[config.mk]
export PLATFORM = sky130hd
export DESIGN_NAME = sobel_matrix3
export DESIGN_NICKNAME = d
export VERILOG_FILES = /design/src/rtl/sobel_matrix3.sv
export SDC_FILE = /design/constraint.sdc
export NUM_CORES = 1
export LEC_CHECK = 0
export CAP_MARGIN = 20
export CORE_MARGIN = 3
export CORE_UTILIZATION = 48
export CTS_CLUSTER_DIAMETER = 80
export CTS_CLUSTER_SIZE = 14
export DETAILED_ROUTE_END_ITERATION = 8
export PLACE_DENSITY_LB_ADDON = 0.25
export REMOVE_ABC_BUFFERS = 1
export SLEW_MARGIN = 10
export SYNTH_ARGS = -nofsm -noshare
export SYNTH_HDL_FRONTEND = slang
export SYNTH_SLANG_ARGS = --single-unit
[constraint.sdc]
create_clock -name I_CLK -period 8.36 [get_ports I_CLK]
set_clock_uncertainty 0.2 [all_clocks]
set_input_delay 1.672 -clock I_CLK [delete_from_list [all_inputs] [get_ports I_CLK]]
set_output_delay 1.672 -clock I_CLK [all_outputs]
set_load 0.01 [all_outputs]
[src/rtl/sobel_matrix3.sv]
// Sobel gradient magnitude on a 3x3 neighbourhood (centre pixel unused),
// two-stage valid/ready pipeline with a saturating edge counter.
module sobel_matrix3 #(
  parameter int P_PIXEL_DEPTH     = 8,
  parameter int P_COUNT_BIT_COUNT = 20
) (
  input  logic                           I_CLK,
  input  logic                           I_RESET_N,
  input  logic [8*P_PIXEL_DEPTH-1:0]     I_PIXEL_MATRIX,
  input  logic                           I_VALID,
  output logic                           O_READY,
  input  logic [P_PIXEL_DEPTH-1:0]       I_THRESHOLD,
  input  logic                           I_CLEAR,
  output logic [P_PIXEL_DEPTH-1:0]       O_MAGNITUDE,
  output logic                           O_EDGE,
  output logic                           O_VALID,
  input  logic                           I_READY,
  output logic [P_COUNT_BIT_COUNT-1:0]   O_EDGE_COUNT
);

  localparam int P_PIXEL_MATRIX_BIT_COUNT = 8 * P_PIXEL_DEPTH;
  localparam int P_SUM_BIT_COUNT          = P_PIXEL_DEPTH + 3;
  localparam int GW                       = P_SUM_BIT_COUNT + 1;

  logic signed [GW-1:0]       px [8];
  logic signed [GW-1:0]       gx;
  logic signed [GW-1:0]       gy;

  logic                       s1_valid;
  logic signed [GW-1:0]       s1_gx;
  logic signed [GW-1:0]       s1_gy;
  logic [P_PIXEL_DEPTH-1:0]   s1_thr;

  logic                       s2_valid;
  logic [P_PIXEL_DEPTH-1:0]   s2_mag;
  logic                       s2_edge;

  logic [GW-1:0]              abs_gx;
  logic [GW-1:0]              abs_gy;
  logic [GW-1:0]              sum;
  logic [P_PIXEL_DEPTH-1:0]   mag_next;
  logic                       edge_next;

  logic                       en1;
  logic                       en2;
  logic                       delivered;

  assign en2       = !s2_valid || I_READY;
  assign en1       = !s1_valid || en2;
  assign O_READY   = en1;
  assign delivered = s2_valid && I_READY;

  // Order in the matrix: tl, t, tr, ml, mr, bl, b, br (tl in the MSBs).
  always_comb begin
    for (int unsigned i = 0; i < 8; i++) begin
      px[i] = $signed({{(GW - P_PIXEL_DEPTH){1'b0}},
                       I_PIXEL_MATRIX[P_PIXEL_MATRIX_BIT_COUNT - 1 - i * P_PIXEL_DEPTH -: P_PIXEL_DEPTH]});
    end
    gx = (px[2] + (px[4] <<< 1) + px[7]) - (px[0] + (px[3] <<< 1) + px[5]);
    gy = (px[5] + (px[6] <<< 1) + px[7]) - (px[0] + (px[1] <<< 1) + px[2]);
  end

  always_comb begin
    abs_gx    = s1_gx[GW-1] ? -s1_gx : s1_gx;
    abs_gy    = s1_gy[GW-1] ? -s1_gy : s1_gy;
    sum       = abs_gx + abs_gy;
    mag_next  = (|sum[GW-1:P_PIXEL_DEPTH]) ? '1 : sum[P_PIXEL_DEPTH-1:0];
    edge_next = (mag_next >= s1_thr);
  end

  always_ff @(posedge I_CLK or negedge I_RESET_N) begin
    if (!I_RESET_N) begin
      s1_valid <= 1'b0;
      s1_gx    <= '0;
      s1_gy    <= '0;
      s1_thr   <= '0;
    end else if (I_CLEAR) begin
      s1_valid <= 1'b0;
    end else if (en1) begin
      s1_valid <= I_VALID;
      if (I_VALID) begin
        s1_gx  <= gx;
        s1_gy  <= gy;
        s1_thr <= I_THRESHOLD;
      end
    end
  end

  always_ff @(posedge I_CLK or negedge I_RESET_N) begin
    if (!I_RESET_N) begin
      s2_valid <= 1'b0;
      s2_mag   <= '0;
      s2_edge  <= 1'b0;
    end else if (I_CLEAR) begin
      s2_valid <= 1'b0;
    end else if (en2) begin
      s2_valid <= s1_valid;
      if (s1_valid) begin
        s2_mag  <= mag_next;
        s2_edge <= edge_next;
      end
    end
  end

  always_ff @(posedge I_CLK or negedge I_RESET_N) begin
    if (!I_RESET_N) begin
      O_EDGE_COUNT <= '0;
    end else if (I_CLEAR) begin
      O_EDGE_COUNT <= '0;
    end else if (delivered && s2_edge && !(&O_EDGE_COUNT)) begin
      O_EDGE_COUNT <= O_EDGE_COUNT + 1'b1;
    end
  end

  assign O_VALID     = s2_valid;
  assign O_MAGNITUDE = s2_mag;
  assign O_EDGE      = s2_edge;

endmodule

==> metrics <==
row count=39; total power=about 2.7 mW; peak fanout along the critical path=2; clock slew at reported path FFs=60 ps; H-Tree Depth=3; Pwr Density=approximately 360 nW/um2; CP peak stage delay=approximately 540 ps; Seq/Total Area, Yosys=26.69%; Synth Cell Area=around 6000 um2; relative slew slack=42.98%; most common cell after layout, fill and taps aside=clkdlybuf4s50_1; Post-CTS Setup Repair Bufs=0; Final Hold Viols=0; post-CTS sizing=0; Core Util, Final=between 60% and 70%; Hold Path Class=reg2reg; Remaining DRCs=0; Least-Margin Pin Slew=852.7 ps; All-Layer GR Usage=19.91%; antenna cells=0; WL final=12620 um; fillers=969; insertion delay to the later sink of the worst-skew pair=~330 ps; placed instance area=7128 um2; leading area contributor after synthesis=dfrtp_1; worst setup margin=about 2900 ps; Crit-path slowest cell=fa_1; first-pass GRT wire length=21910 um; crit path DAT=~5500 ps; CP Data Required Time=8380 ps; Synth top area share=26.69%; highest clock rate=approximately 180 MHz; final setup fails=0; Clock Tree Buf Depth=2; die area=approximately 14000 um2; share of cells above drive strength 1=6.592%; WL per Instance=roughly 15 um; final instance area=between 7000 and 8000 um2; initial drt markers=271; CP Launch Type=input port; vias in the first global route=4887; Final Critical Period=5481 ps; commonest non-fill, non-tap cells in the layout=clkdlybuf4s50_1 (106), inv_1 (77), dfrtp_1 (63), fa_1 (63), nor2_1 (48); Post-CTS Hold Buffers=0; TritonRoute pass-1 iters=4; P_leak=3.300 nW; #FFs+latches synth=63; Yosys cell types=approximately 50; synth-to-layout area growth=26.22%; largest net degree at the start of global routing=64; # port buffers=107; setup TNS=0 ps; Vias=4586; Avg Cell Area, Syn=9.845 um2; worst-case vdd ir drop=0.2953 mV; ys flop type=dfrtp_1; Async SR Flop Fraction=100.0%; Die X=approximately 120 um; antenna violations before repair=0; cts bufs inserted=9; Core Area=11710 um2; die height=116.9 um; main area contributors after synthesis=dfrtp_1 (27%), fa_1 (21%), ha_1 (9.7%); critical path type=in2reg; Via density=roughly 5.4; CP cell instances=clkdlybuf4s50_1, inv_1, fa_1, fa_1, fa_1, ha_1, a21o_1, a21oi_1, o21ai_1, a211o_1, a31oi_1, nor2b_1, o41ai_1; Initial Util=50.44%; RSZ-0062 raised after global routing=no; number of I/O pins=around 110; fin. max-slew vios=0; Setup WS pre-CTS=2558 ps; most used cell along the critical path=fa_1; Yosys warnings=0; Synth Instances=600; nets=894; CTS tree=built; post-DP HPWL=approximately 10000 um; Final ANT Viol Nets=0; outcome=finished, final reports clean; period utilisation layout=65.56%; critical path endpoint category=flop; Max Cap Viol=0; total gr overflow=0; number of synthesized flops with an enable pin=0; CTS root buffer=clkbuf_16; GPL Wtd Cong=~0.82; clk sinks=63
cell type report:
type / count / area (um2) / area share (%)
Inverter: 77 / 289.0 / 3.876
Clock buffer: 9 / 225.2 / 3.021
Timing Repair Buffer: 110 / 1089 / 14.60
Sequential cell: 63 / 1577 / 21.14
Multi-Input combinational cell: 447 / 3995 / 53.58
Clock inverter: 7 / 102.6 / 1.376
Tap cell: 143 / 178.9 / 2.400
power by group:
| part | switching (mW) | internal [mW] | leakage, nW |
|---|---|---|---|
| combinational | 1.01 | 0.771 | 2.37 |
| clock | 0.148 | 0.264 | 0.157 |
| sequential | 0.109 | 0.379 | 0.776 |
| total | 1.27 | 1.41 | 3.30 |
logic make-up (layout without fill, tap and decap cells):
family	after synthesis	after routing	share of synthesized area, %
fa+ha+maj	109	109	31.10
simple gates	166	166	14.42
compound gates	105	105	11.59
xor+xnor	55	55	8.155
buf+inv	90	203	5.762
mux	12	12	2.288
flops	63	63	26.69
registers in the layout, summed over array words and instances (netlist names):
register and cells:
O_MAGNITUDE 8, O_EDGE_COUNT 20, O_EDGE 1, s1_valid 1, s1_gx 12, s1_gy 12, O_VALID 1, s1_thr 8
final timing paths:
check | endpoint | start | slack (ps) | depth (start not counted)
min reg2reg | s1_thr[7]$_DFFE_PN0P_ | s1_thr[7]$_DFFE_PN0P_ | 310 | 1
min in group asynchronous | O_EDGE_COUNT[14]$_DFFE_PN0P_ | I_RESET_N | 1310 | 2
max | s1_gx[10]$_DFFE_PN0P_ | I_PIXEL_MATRIX[18] | 2880 | 13
max reg2reg | O_EDGE$_DFFE_PN0P_ | s1_gx[1]$_DFFE_PN0P_ | 3220 | 21
min | s1_thr[7]$_DFFE_PN0P_ | s1_thr[7]$_DFFE_PN0P_ | 310 | 1
max in group asynchronous | s1_gx[6]$_DFFE_PN0P_ | I_RESET_N | 6120 | 2
critical path: cells and delay by family:
family / cells / cell delay (ps)
and+or+nand+nor: 1 / 80
AOI/OAI and AO/OA: 6 / 1290
adders and majority gates: 4 / 1880
buffers and inverters: 2 / 560
stage by stage:
step | instances | hold WS (ps)
floorplan | 587 | 279.6
global route | 856 | 316.0
finish | 856 | 306.5
CTS | 856 | 310.2
global placement | 840 | 292.1
detailed placement | 840 | 297.2
routing by layer:
metal / global-route usage (%) / share of wire (%)
met5: 0 / 0
met4: 5.122 / 1.1
met2: 34.40 / 51
met1: 25.81 / 43
met3: 3.907 / 4.1
cells in the mapped netlist (7+ instances only):
cell type	count
dfrtp_1	63
xnor2_1	26
ha_1	46
fa_1	63
nor2_1	48
clkbuf_1	11
a21o_1	10
o21ai_0	31
nand2_1	44
a21oi_1	24
nor3_1	9
inv_1	77
nand3_1	15
xor2_1	29
mux2_2	12
nand2b_1	9
and3_1	7
No activity file was read; power rests on OpenSTA's default activity.
